`src/rtl/cell_row_pkg.sv`:
```
// cell_row_pkg: shared types and sizing helpers for the cell row sequencer
package cell_row_pkg;

    localparam int CELL_RAM_BITS = 4;

    typedef enum logic [1:0] {IDLE, LOAD, RUN, CAPTURE} state_t;

    function automatic int slots_of(input int dimx, input int port_width);
        return dimx * CELL_RAM_BITS / port_width;
    endfunction

endpackage

```
`src/rtl/cell_row_cfg_ctrl_settle_timer.sv`:
```
// settle_timer: down-counter that times the settle window of a row run
module settle_timer #(
    parameter int SETTLE = 4
) (
    input  logic clk,
    input  logic rst,
    input  logic load,
    input  logic en,
    output logic done
);

    localparam int CW = (SETTLE > 1) ? $clog2(SETTLE) : 1;

    logic [CW-1:0] cnt;

    // load SETTLE-1 on run entry, then count down and park at zero
    always_ff @(posedge clk or negedge rst) begin
        if (!rst) cnt <= '0;
        else if (load) cnt <= CW'(SETTLE - 1);
        else if (en && cnt != '0) cnt <= cnt - CW'(1);
    end

    assign done = (cnt == '0);

endmodule

```
`src/rtl/cell_row_cfg_ctrl.sv`:
```
// cell_row_cfg_ctrl: loads a cell row's truth tables from a stream, then runs and captures it
module cell_row_cfg_ctrl
    import cell_row_pkg::*;
#(
    parameter int DIMX = 64,
    parameter int PORT_WIDTH = 32,
    parameter int SETTLE = 4,
    localparam int SLOTS = slots_of(DIMX, PORT_WIDTH)
) (
    input  logic                    clk,
    input  logic                    rst,
    input  logic                    cfg_valid,
    output logic                    cfg_ready,
    input  logic [PORT_WIDTH-1:0]   cfg_data,
    input  logic                    cfg_last,
    input  logic                    start,
    input  logic [DIMX-1:0]         lin_data,
    output logic [SLOTS-1:0]        we_ram,
    output logic [DIMX*4-1:0]       set_ram,
    output logic [DIMX-1:0]         in_linux,
    input  logic [DIMX-1:0]         row_out,
    output logic [DIMX-1:0]         result,
    output logic                    result_valid,
    output logic                    configured,
    output logic                    busy,
    output logic                    err
);

    localparam int SW = (SLOTS > 1) ? $clog2(SLOTS) : 1;

    state_t state, next_state;
    logic [SW-1:0] slot;
    logic accept, last_slot, frame_end, frame_ok, idle, run_go, run_err, done;

    // cfg_ready is only ever high in IDLE/LOAD, so accept implies one of those states
    assign accept    = cfg_valid & cfg_ready;
    assign last_slot = (slot == SW'(SLOTS - 1));
    assign frame_end = accept & (last_slot | cfg_last);
    assign frame_ok  = accept & last_slot & cfg_last;
    assign idle      = (state == IDLE);
    assign run_go    = idle & start & configured & ~accept;
    assign run_err   = idle & start & ~configured & ~accept;

    settle_timer #(.SETTLE(SETTLE)) u_timer (
        .clk  (clk),
        .rst  (rst),
        .load (run_go),
        .en   (state == RUN),
        .done (done)
    );

    // state register
    always_ff @(posedge clk or negedge rst) begin
        if (!rst) state <= IDLE;
        else state <= next_state;
    end

    // next-state decode; a config word always wins over a same-cycle start
    always_comb begin
        next_state = state;
        case (state)
            IDLE:    next_state = accept ? (frame_end ? IDLE : LOAD) : (run_go ? RUN : IDLE);
            LOAD:    next_state = frame_end ? IDLE : LOAD;
            RUN:     next_state = done ? CAPTURE : RUN;
            CAPTURE: next_state = IDLE;
            default: next_state = IDLE;
        endcase
    end

    // registered outputs, slot counter and RAM image; handshake flags follow the next state
    always_ff @(posedge clk or negedge rst) begin
        if (!rst) begin
            cfg_ready    <= 1'b0;
            we_ram       <= '0;
            set_ram      <= '0;
            slot         <= '0;
            in_linux     <= '0;
            result       <= '0;
            result_valid <= 1'b0;
            configured   <= 1'b0;
            busy         <= 1'b0;
            err          <= 1'b0;
        end else begin
            cfg_ready    <= (next_state == IDLE) || (next_state == LOAD);
            busy         <= (next_state != IDLE);
            we_ram       <= '0;
            result_valid <= 1'b0;
            if (accept) begin
                we_ram                                 <= SLOTS'(1) << slot;
                set_ram[slot*PORT_WIDTH +: PORT_WIDTH] <= cfg_data;
                slot                                   <= frame_end ? '0 : slot + SW'(1);
                configured                             <= frame_ok;
                err                                    <= err | (frame_end & ~frame_ok);
            end
            if (run_err) err <= 1'b1;
            if (run_go) in_linux <= lin_data;
            if (state == CAPTURE) begin
                result       <= row_out;
                result_valid <= 1'b1;
            end
        end
    end

endmodule

```
`config.mk`:
```
export PLATFORM = sky130hd
export DESIGN_NAME = cell_row_cfg_ctrl
export DESIGN_NICKNAME = d
export VERILOG_FILES = /design/src/rtl/cell_row_pkg.sv /design/src/rtl/cell_row_cfg_ctrl_settle_timer.sv /design/src/rtl/cell_row_cfg_ctrl.sv
export SDC_FILE = /design/constraint.sdc
export NUM_CORES = 1
export LEC_CHECK = 0
export CAP_MARGIN = 0
export CORE_MARGIN = 2
export CORE_UTILIZATION = 35
export CTS_CLUSTER_SIZE = 16
export DETAILED_ROUTE_END_ITERATION = 6
export PLACE_DENSITY = 0.67
export SLEW_MARGIN = 20
export SYNTH_ARGS = -nofsm -noshare
export SYNTH_HDL_FRONTEND = slang
export SYNTH_SLANG_ARGS = --single-unit
export TNS_END_PERCENT = 1
```
`constraint.sdc`:
```
create_clock -name clk -period 2.9 [get_ports clk]
set_clock_uncertainty 0.1 [all_clocks]
set_input_delay 0.58 -clock clk [delete_from_list [all_inputs] [get_ports clk]]
set_output_delay 0.58 -clock clk [all_outputs]
set_load 0.02 [all_outputs]
```
# After elaboration in Yosys (flattened, before gate mapping)
# Cells that the tools add are included.
# op_classes
addsub	3
multipliers	0
div	0
order_cmp	0
n_eq_ne	5
n_shift	3
mux	13
bitwise_logic	15
reduce_logical	9
# ops
op	count
bitwise mux 256 bit	1
variable shift 32 x 34 -> 256 bit, first input constant	1
indexed part select 32 x 34 -> 256 bit	1
negation 8 -> 34 bit	1
bitwise AND 1 bit	10
2-to-1 mux 2 bit	4
2-to-1 mux 8 bit	1
one-hot mux 2 bit (4 select lines)	1
nonzero test 2 bit	4
<< shifter 1 x 3 -> 8 bit, first input constant	1
zero test 2 bit	3
2-to-1 mux 1 bit	5
equality test 2 x 1 -> 1 bit, second input constant	2
equality test 2 bit, second input constant	2
adder 3 x 1 -> 3 bit, second input constant	1
equality test 3 bit, second input constant	1
2-to-1 mux 3 bit	1
NOT 1 bit	3
OR 1 bit	2
subtractor 2 x 1 -> 2 bit, second input constant	1
logical AND 1 bit	1
logical OR 1 bit	1
# totals
reg_bits	404
latch_bits	0
ramBits	0
rom_bits	0
inputBits	165
out_inout_bits	397
elab_cells	60
mem_count	0

# Logic depth before layout (Yosys ltp)
# Gate-level depths: netlist (run 1).
# logic_depth
depth_word	9
depth_mapped	8
depth_no_buf	6

# By module
# A second synthesis (run 1) with hierarchy kept.
# unflattened
cells_unflattened	1080
area_unflattened_um2	16081.7
# modules_own_cells
module	n_inst	cells_each	area_each_um2	seq_area_each_um2
cell_row_cfg_ctrl	1	1068	15957.8	10059.6
settle_timer	1	12	123.9	50.0

# Least setup slack after synthesis (run 1)
# Ideal clock, no wire load.
# synth_path
kind	reg-to-reg
from	register slot[0]
to	register set_ram[130]
setup_ps	125
arrival_time_ps	2435
t_required_ps	2675
path_slack_ps	240
path_stages_with_launch	9
path_cell_list	dfrtp_1 > inv_1 > ha_1 > ha_1 > buf_4 > or4b_4 > nor3_4 > buf_6 > mux2_2
# synth_via
elab_chain_len	3
elab_cells_between_ends	4
# synth_rtl
item	line	source
start, declared	cell_row_cfg_ctrl.sv:32	logic [SW-1:0] slot;
start signal, assigned	cell_row_cfg_ctrl.sv:91	slot <= frame_end ? '0 : slot + SW'(1);
negation 8 -> 34 bit *	cell_row_cfg_ctrl.sv:90	set_ram[slot*PORT_WIDTH +: PORT_WIDTH] <= cfg_data;
indexed part select 32 x 34 -> 256 bit or variable shift 32 x 34 -> 256 bit (tied branches)	cell_row_cfg_ctrl.sv:90	
bitwise mux 256 bit *	cell_row_cfg_ctrl.sv:90	
end signal, assigned by index	cell_row_cfg_ctrl.sv:90	
end, declared	cell_row_cfg_ctrl.sv:19	output logic [DIMX*4-1:0] set_ram,
# Every way passes the cells marked *; elsewhere a longest branch is shown, timed or not.
# A chain may end at the register's enable or synchronous reset.

# Worst setup path in the final report (run 1)
# layout_path
from	register slot[1]
to	register set_ram[137]
# Same word-level chain as after synthesis.

==> impl_summary.md, run 1 <==
Outcome
The flow ran to the end, and the final reports show no timing, DRC or antenna violations.

Route
In the routed design, unresolved DRC markers number 0. The first-pass iteration count of the detailed router is 4. The total wirelength of the detailed-routed design is 48,300 um. In this run, the number of DRC markers left after iteration 0 of detailed routing was 395.

The detail route stage leaves a number of antenna-violating nets equal to 0. After detailed routing, the average wire length per cell comes to 21.75 um. The count of vias placed by the detailed router is 10,590. The via-per-instance ratio is 4.770.

Pwr
The analysis attributes to cell leakage a power of 10.88 nW. The worst IR drop on VDD is 0.4403 mV. The power density over the cells is 691.8 mW/mm2.

Logic synthesis
The mapped netlist covers 0.01582 mm2. By area the synthesized netlist is led by sky130_fd_sc_hd__dfrtp_1 (64%), sky130_fd_sc_hd__mux2_2 (27%), sky130_fd_sc_hd__and2_1 (3.9%). The post-synthesis cell type count is 37. The share of the Yosys chip area taken by registers is 0.6391. The number of synthesized flops with an enable pin is 0.

Of the total synthesized cell area, the portion taken by AND, OR, NAND and NOR gates is 0.05782. The post-synthesis compound-gate area fraction is 0.004192. Of the post-synthesis cell area, the dominant cell type holds 0.6391. The synthesis warning total is 0. The per-instance average area after synthesis is 15.79 um2. The most instantiated flip-flop cell in the synthesis netlist is sky130_fd_sc_hd__dfrtp_1. The largest family of logic cells by synthesized area is multiplexers. The adder-cell share of the synthesized area is 0.007119. The most frequent cell after synthesis is sky130_fd_sc_hd__dfrtp_1. The commonest cells after synthesis are sky130_fd_sc_hd__dfrtp_1 (404), sky130_fd_sc_hd__mux2_2 (379), sky130_fd_sc_hd__and2_1 (98). The multiplexer share of the synthesized area is 0.2734. Synthesis inferred 404 register bits. Counting every net in the synthesized netlist gives 1,176. The most area-hungry cell type in the Yosys netlist is sky130_fd_sc_hd__dfrtp_1. In the synthesized netlist the async set-or-reset flop fraction comes to 1.000. Of the total synthesized cell area, the portion taken by XOR and XNOR cells is 0.001107.

The post-synthesis cell count is 1,002.

Clock tree
The clock transition at the registers of the reported paths is 0.06 ns. The buffer levels on the longest clock path is 3. The clock sink total is 404. TritonCTS built the clock tree. The master cell of the clock root buffer is sky130_fd_sc_hd__clkbuf_16. The level count of the clock H-tree is 2. Buffers inserted during clock tree synthesis total 45. The number of post-CTS setup repair buffers is 0.

The insertion delay to the later sink of the worst-skew pair is 0.55 ns.

Worst hold path
The classification of the worst-slack hold path is flop to flop.

Floorplan
The count of boundary I/O pins is 562. The cell row count is 77. The die covers 0.04691 mm2. The die outline width is approximately 220 um.

The die is between 200 and 250 um tall. For this configuration, the core starts out at a cell density of 0.3562. The floorplan step defined a core boundary enclosing approximately 0.044 mm2.

STA
Setup repair after global routing left no endpoint under its margin. The timing-limited maximum frequency is 0.3840 GHz. The final hold violation count is 0.

The minimum clock period after layout is 2.604 ns. The setup TNS is 0 ns. The worst hold margin is between 0.3 and 0.4 ns. Headroom to the max-slew limit came out at 0.5818. Setup violations remaining at the end of the flow were counted as 0. For the pin with the worst max-slew slack, the measured transition is 0.6274 ns.

Of the available clock period, the critical path in the final layout requires 0.8979. The final max-slew violation count is 0.

Critical path
The worst-case reg-to-reg path depth is 7. The highest net fanout along the worst path is 18. The internal reg-to-reg setup slack is 0.30 ns. The critical path class is flop to flop.

The endpoint of the most critical setup path is set_ram[137]$_DFFE_PN0P_. Data on the critical path arrives at its endpoint at ~2.9 ns. STA puts the critical path data required time at about 3.2 ns.

In this run the critical register-to-register path is launched from slot[1]$_DFFE_PN0P_. The critical path startpoint is slot[1]$_DFFE_PN0P_. The capturing element type of the critical path is a flop. The category of the worst setup path launch point is a flop. In this run the critical register-to-register path is captured at set_ram[137]$_DFFE_PN0P_.

Place
The number of input and output port buffers inserted is approximately 560. The final weighted congestion of routability-driven global placement is 0.7772. The HPWL after detailed placement is 35,380 um.

GRT
The overall track demand over capacity in global routing is 0.2057. The via count of the first global-routing pass is between 10,000 and 15,000. The initial antenna violation count was 0. The pin count of the biggest net entering global routing is slightly below 90. The wire length of the first global-routing pass is approximately 73,000 um. After global routing the overflow that remains totals 0.

Layout
Registers take around 0.010 mm2. After the last flow step, the layout net total stands at around 1,800. The share of post-route cells with drive strength above 1 is 0.3076. 0 antenna diodes ended up in the layout. Compared with the post-synthesis result, the final layout area differs by 51.20%.

The layout has 3,711 filler cells. The multi-input logic area is 0.005464 mm2.

Job
The tool flagged a number of max-cap violations equal to 0.
-- layer usage --
layer | GRT usage | vias to the layer above | share of wire
met2 | 0.3601 | 364 | 0.51
met1 | 0.2417 | 5471 | 0.39
met3 | 0.05782 | 76 | 0.070
met5 | 0 | - | 0
met4 | 0.07169 | 0 | 0.030
li1 | - | 4683 | -
-- cells in the final DEF, fill, tap and decap left out, types with 2 or more instances in the layout --
cell type,n
sky130_fd_sc_hd__inv_1,7
sky130_fd_sc_hd__and3_1,8
sky130_fd_sc_hd__clkinv_2,9
sky130_fd_sc_hd__nand4_1,3
sky130_fd_sc_hd__buf_12,17
sky130_fd_sc_hd__buf_4,19
sky130_fd_sc_hd__clkbuf_16,45
sky130_fd_sc_hd__and2_1,97
sky130_fd_sc_hd__clkbuf_8,10
sky130_fd_sc_hd__nor4b_4,3
sky130_fd_sc_hd__dfrtp_1,404
sky130_fd_sc_hd__clkbuf_1,6
sky130_fd_sc_hd__mux2_1,5
sky130_fd_sc_hd__ha_1,9
sky130_fd_sc_hd__a21oi_1,2
sky130_fd_sc_hd__nand2_1,7
sky130_fd_sc_hd__clkdlybuf4s50_1,560
sky130_fd_sc_hd__inv_6,2
sky130_fd_sc_hd__clkinv_4,2
sky130_fd_sc_hd__mux2_2,379
sky130_fd_sc_hd__o21ai_0,5
sky130_fd_sc_hd__nor3b_2,2
sky130_fd_sc_hd__bufinv_16,3
-- how the worst min path moves through the flow --
stage                        startpoint                        to  slack, ns  cells after the start
2_1_floorplan                       rst            busy$_DFF_PN0_       0.18                      0
6_report       set_ram[213]$_DFFE_PN0P_  set_ram[213]$_DFFE_PN0P_       0.39                      1
4_1_cts        set_ram[213]$_DFFE_PN0P_  set_ram[213]$_DFFE_PN0P_       0.39                      1
3_5_place_dp   set_ram[213]$_DFFE_PN0P_  set_ram[213]$_DFFE_PN0P_       0.38                      1
5_1_grt        set_ram[213]$_DFFE_PN0P_  set_ram[213]$_DFFE_PN0P_       0.41                      1
3_3_place_gp   set_ram[202]$_DFFE_PN0P_  set_ram[202]$_DFFE_PN0P_       0.37                      1
-- timing repair --
action | CTS | global route
hold buffers | 1 | 0
hold endpoints to repair | 52 | 0
gates resized for setup | 0 | 0
-- worst max-delay path, cell delays in order, from the launching register on --
cell	delay (ns)
sky130_fd_sc_hd__dfrtp_1	0.44
sky130_fd_sc_hd__inv_1	0.11
sky130_fd_sc_hd__ha_1	0.21
sky130_fd_sc_hd__ha_1	0.25
sky130_fd_sc_hd__or4b_4	0.52
sky130_fd_sc_hd__nor3_4	0.24
sky130_fd_sc_hd__buf_12	0.22
sky130_fd_sc_hd__mux2_2	0.36
-- layout make-up --
cell class / instances / share of cell area
clock buffers: 61 / 0.05378
multi-input cells: 542 / 0.2284
inverters: 7 / 0.001099
clock inverters: 17 / 0.007428
repair buffers: 598 / 0.2556
flip-flops and latches: 404 / 0.4227
well taps: 592 / 0.03097
-- registers in the layout, indices dropped and copies added (netlist names), 2 cells and up --
register,cells
set_ram,256
in_linux,64
result,64
we_ram,8
slot,3
state,2
u_timer.cnt,2
-- report_power, final --
group / internal [mW] / total [mW] / switching [mW]
clock network: 3.37 / 5.66 / 2.29
logic: 2.12 / 4.11 / 2.00
registers: 6.38 / 6.77 / 0.391
-- cells by family (layout without fill, tap and decap cells) --
logic type | after synthesis | in the layout
mux | 384 | 384
fa+ha+maj | 9 | 9
xor+xnor | 2 | 2
compound gates | 11 | 11
simple gates | 136 | 136
flops | 404 | 404
buf+inv | 56 | 683
-- per-stage QoR --
stage               utilization  power, mW  setup WS (ns)  area [um2]  std cells
floorplan                     -      8.674         0.2397       15820       1002
global placement         0.5053      10.95         0.3228       22440       2142
detailed placement       0.5053      11.03         0.2995       22440       2142
CTS                      0.5385      16.76         0.2873       23920       2221
global route             0.5385      17.24         0.1971       23920       2221
finish                   0.5385      16.55         0.2960       23920       2221
No activity file was read; power rests on OpenSTA's default activity.
==> inputs of run 2 (changes only) <==
--- a/config.mk
+++ b/config.mk
@@ -5,12 +5,15 @@
 export SDC_FILE = /design/constraint.sdc
 export NUM_CORES = 1
 export LEC_CHECK = 0
+export ABC_AREA = 1
 export CAP_MARGIN = 0
+export CELL_PAD_IN_SITES_DETAIL_PLACEMENT = 1
+export CELL_PAD_IN_SITES_GLOBAL_PLACEMENT = 1
 export CORE_MARGIN = 2
-export CORE_UTILIZATION = 35
+export CORE_UTILIZATION = 30
 export CTS_CLUSTER_SIZE = 16
 export DETAILED_ROUTE_END_ITERATION = 6
-export PLACE_DENSITY = 0.67
+export PLACE_DENSITY_LB_ADDON = 0.1
 export SLEW_MARGIN = 20
 export SYNTH_ARGS = -nofsm -noshare
 export SYNTH_HDL_FRONTEND = slang
==> run 2 against run 1 <==
Net effect:
- synthesized cell count up 84%
- via count grew 40%
- largest cell class unchanged
- register-to-register slack improved by 0.03 ns
- non-clock buffer count grew 3
- highest routed layer unchanged
- final cell count is 42% higher
- clock power is 12% higher
- global-route usage up 2.4 points
==> impl_summary.md, run 2 <==
Logic synthesis
The adder-cell share of the synthesized area was 0.006714 (-0.0004047). The most frequent cell after synthesis is sky130_fd_sc_hd__nand2_1. The post-synthesis cell type count is 28 (-24%). The per-instance average area after synthesis is 9.101 um2 (-42%).

By area the synthesized netlist is led by sky130_fd_sc_hd__dfrtp_1 (60%), sky130_fd_sc_hd__nand2_1 (18%), sky130_fd_sc_hd__nand3_1 (6.8%). The post-synthesis cell count is 1,843 (+84%). The simple logic cell fraction of the synthesized area is 0.2822 (+0.2244). The count of state elements after synthesis is 404 (unchanged). The portion of the post-synthesis area used by sequential elements came to 0.6028 (-0.03633).

The synthesis warning total is 0 (unchanged). The synthesized net count is 2,017 (+72%). The proportion of netlist area held by the largest area contributor is 0.6028 (-0.03633). The largest family of logic cells by synthesized area is simple AND/OR/NAND/NOR gates. The synthesized-area fraction occupied by xor and xnor cells is 0 (-0.001107). The fraction of registers with async set/reset is 1.000 (unchanged).

The number of synthesized flops with an enable pin was 0 (unchanged). The largest total area in the synthesized netlist belongs to sky130_fd_sc_hd__dfrtp_1. The post-synthesis compound-gate area fraction is 0.05461 (+0.05041).

The summed instance area of the synthesized netlist is 0.01677 mm2 (+6.0%). The commonest cells after synthesis are sky130_fd_sc_hd__nand2_1 (820), sky130_fd_sc_hd__dfrtp_1 (404), sky130_fd_sc_hd__nand3_1 (228). The multiplexer share of the synthesized area came to 0 (-0.2734). For this run, the leading register cell type out of synthesis is sky130_fd_sc_hd__dfrtp_1.

Pwr
The combinational share of power is 0.270 (+0.021). The internal power component is 12.10 mW (+2.0%). The power density over the cells is 727.9 mW/mm2 (+5.2%). The sequential group share of total power came to 0.378 (-0.031). The clock group share of total power is 0.352 (+0.010). The worst IR drop on VDD is 0.3993 mV (-9.3%). The net load switching power is 5.871 mW (+26%).

The proportion of total power due to net switching is 0.3266 (+0.04399). The leakage dissipation came to 11.38 nW (+4.6%).

Critical path
The worst setup path is launched from a flop. The highest net fanout along the worst path is 42 (+24). The critical path goes through inv_1, ha_2, ha_1, inv_2, a21oi_4, buf_4, nand3_1, nand2_1. The library cell contributing the largest single delay on the critical path is sky130_fd_sc_hd__ha_1.

In this design, the largest share of critical-path delay is due to adder cells. The arrival time of data at the critical path endpoint is 2.98 ns (+0.05 ns). The critical path is of the flop to flop type.

The largest stage delay on the critical path came to 0.56 ns (+0.04 ns). The critical path buffer and inverter count is 3 (+1). The worst-case reg-to-reg path depth is 8 (+1). The worst setup path is captured at a flop. The number of cells on the critical path is 8 (+1). The required arrival time at the worst endpoint is 3.31 ns (+0.09 ns).

STA
The timing-limited maximum frequency is 0.3887 GHz (+1.2%). Setup repair after global routing left no endpoint under its margin. The number of failing setup endpoints in the final timing report is 0 (unchanged). The ratio of final minimum period to clock period is 0.8871 (-0.01086). The final hold violation count is 0 (unchanged). The relative slew slack is 0.5257 (-0.05608). The worst hold margin is 0.3681 ns (-0.01775 ns). The minimum clock period after layout is 2.573 ns (-0.03148 ns). The transition time at the pin with the least slew margin was 0.7115 ns (+0.08413 ns). The setup TNS is 0 ns (unchanged). The final max-slew violation count came to 0 (unchanged).

Route
The average wire per cell in the routed design was 21.23 um (-2.4%). The via-per-instance ratio came to 4.683 (-1.8%). The initial DRC count is 768 (+94%).

The post-route antenna net violation count is 0 (unchanged). The number of design rule violations left after detail routing is 0 (unchanged). The total wirelength of the detailed-routed design came to 67,040 um (+39%). The first-pass iteration count of the detailed router is 4 (unchanged). The count of vias placed by the detailed router is 14,780 (+40%).

Floorplan
The cell row count is 86 (+12%). The count of boundary I/O pins is 562 (unchanged). The die outline width came to 240.5 um (+11%). The starting density of the core is 0.3038 (-0.05233). The area of the placeable core was 0.05520 mm2 (+24%).

The y dimension of the die is 240.5 um (+11%). The area of the die was 0.05782 mm2 (+23%).

GRT
The sum of overflow across all layers after global routing came to 0 (unchanged). The via count of the first global-routing pass is 15,550 (+34%). The overall track demand over capacity in global routing was 0.2294 (+0.02371).

The wire length of the first global-routing pass is 99,470 um (+36%). The pin count of the biggest net entering global routing is 97 (+10%). The initial antenna violation count is 2 (+2).

Layout
The flip-flop count of the largest register, all copies and words added is 256 (unchanged). The largest registers in the layout are set_ram: 256 flops, in_linux: 64 flops, result: 64 flops. The register name with the most flops is set_ram. The library cell used most frequently in the layout, excluding fill and tap cells, is sky130_fd_sc_hd__nand2_1. The share of post-route cells with drive strength above 1 is 0.08596 (-0.2216). Relative to the synthesized area, the layout overhead comes to 47.22%.

In the layout the commonest cells are sky130_fd_sc_hd__nand2_1 (818), sky130_fd_sc_hd__clkdlybuf4s50_1 (560), sky130_fd_sc_hd__dfrtp_1 (403). The final layout net count is 2,546 (+44%). The total of fill cells in the finished design was 6,330 (+71%).

Clock tree
The insertion delay to the later sink of the worst-skew pair is 0.58 ns (+0.03 ns). The clock transition at the registers of the reported paths is 0.06 ns (about the same). The buffer levels on the longest clock path is 3 (unchanged). The clock tree from TritonCTS is yes. The master cell of the clock root buffer is sky130_fd_sc_hd__clkbuf_16. The number of clock buffers inserted by TritonCTS is 49 (+8.9%). The level count of the clock H-tree is 2 (unchanged).

The clock sink total is 404 (unchanged).

Place
The final weighted congestion of routability-driven global placement is 0.7887 (+1.5%). The number of input and output port buffers inserted is 561 (unchanged). The HPWL after detailed placement is 47,750 um (+35%).

Outcome
The run finished with clean final reports.

Worst hold path
The cell depth of the worst hold path is 2 (+1). The classification of the worst-slack hold path is flop to flop.

Job
The count of maximum capacitance violations came to 0 (unchanged).
[run 2: worst register-to-register path: cells and delay by family (launching register included)]
family          cells  cell delay (ns)
fa+ha+maj           2             0.76
buf+inv             3             0.75
flops               1             0.41
simple gates        2             0.28
compound gates      1             0.20
[run 2: cell families (layout without fill, tap and decap cells)]
family	after synthesis	count (layout)
AOI/OAI and AO/OA	136	136
adders and majority gates	9	9
buffers and inverters	151	716
DFF	404	404
other	0	1
and+or+nand+nor	1143	1143
[run 2: worst paths after layout]
path / from / endpoint / slack [ns]
setup / recovery: slot[1]$_DFFE_PN0P_ / set_ram[137]$_DFFE_PN0P_ / 0.33
hold / removal: in_linux[18]$_DFFE_PN0P_ / in_linux[18]$_DFFE_PN0P_ / 0.37
setup reg to reg: slot[1]$_DFFE_PN0P_ / set_ram[137]$_DFFE_PN0P_ / 0.33
hold reg to reg: in_linux[18]$_DFFE_PN0P_ / in_linux[18]$_DFFE_PN0P_ / 0.37
max in group asynchronous: rst / result[39]$_DFFE_PN0P_ / 1.37
min in group asynchronous: rst / in_linux[19]$_DFFE_PN0P_ / 0.52
[run 2: through the flow]
stage	power (mW)	instances	area, um2	setup WS [ns]	util
floorplan	9.091	1843	16770	0.8033	-
global placement	11.74	3068	23040	0.3715	0.4173
detailed placement	11.82	3068	23040	0.2895	0.4173
CTS	18.27	3156	24690	0.2906	0.4473
global route	18.80	3157	24690	0.1294	0.4473
finish	17.97	3157	24690	0.3275	0.4473
[run 2: what timing repair did]
action                                 4_1_cts  5_1_grt
buffers inserted                             0        0
gates resized for setup                      0        0
hold buffers                                 1        0
endpoints found under the hold margin      160        0
[run 2: power by group through the flow]
stage / clock [mW] / combinational (mW) / sequential, mW
final: 6.32 / 4.86 / 6.79
after global routing: 6.72 / 5.20 / 6.88
after CTS: 6.51 / 4.96 / 6.80
after detailed placement: 0 / 4.94 / 6.89
after global placement: 0 / 4.87 / 6.87
after floorplan: 0 / 1.42 / 7.67
[run 2: per-layer routing]
layer,vias up,track usage,share of wire
met5,-,0,0
met4,0,0.08075,0.033
met3,106,0.05293,0.059
met2,388,0.3859,0.49
met1,7380,0.2882,0.42
li1,6910,-,-
[run 2: layout make-up]
class	instances	area, um2	share of cell area
flip-flops and latches	404	10110	0.4095
repair buffers	601	6098	0.2470
multi-input cells	1288	5794	0.2347
clock buffers	76	1488	0.06025
well taps	748	935.9	0.03790
clock inverters	11	155.1	0.006283
inverters	28	107.6	0.004358
diodes	1	2.502	0.0001013
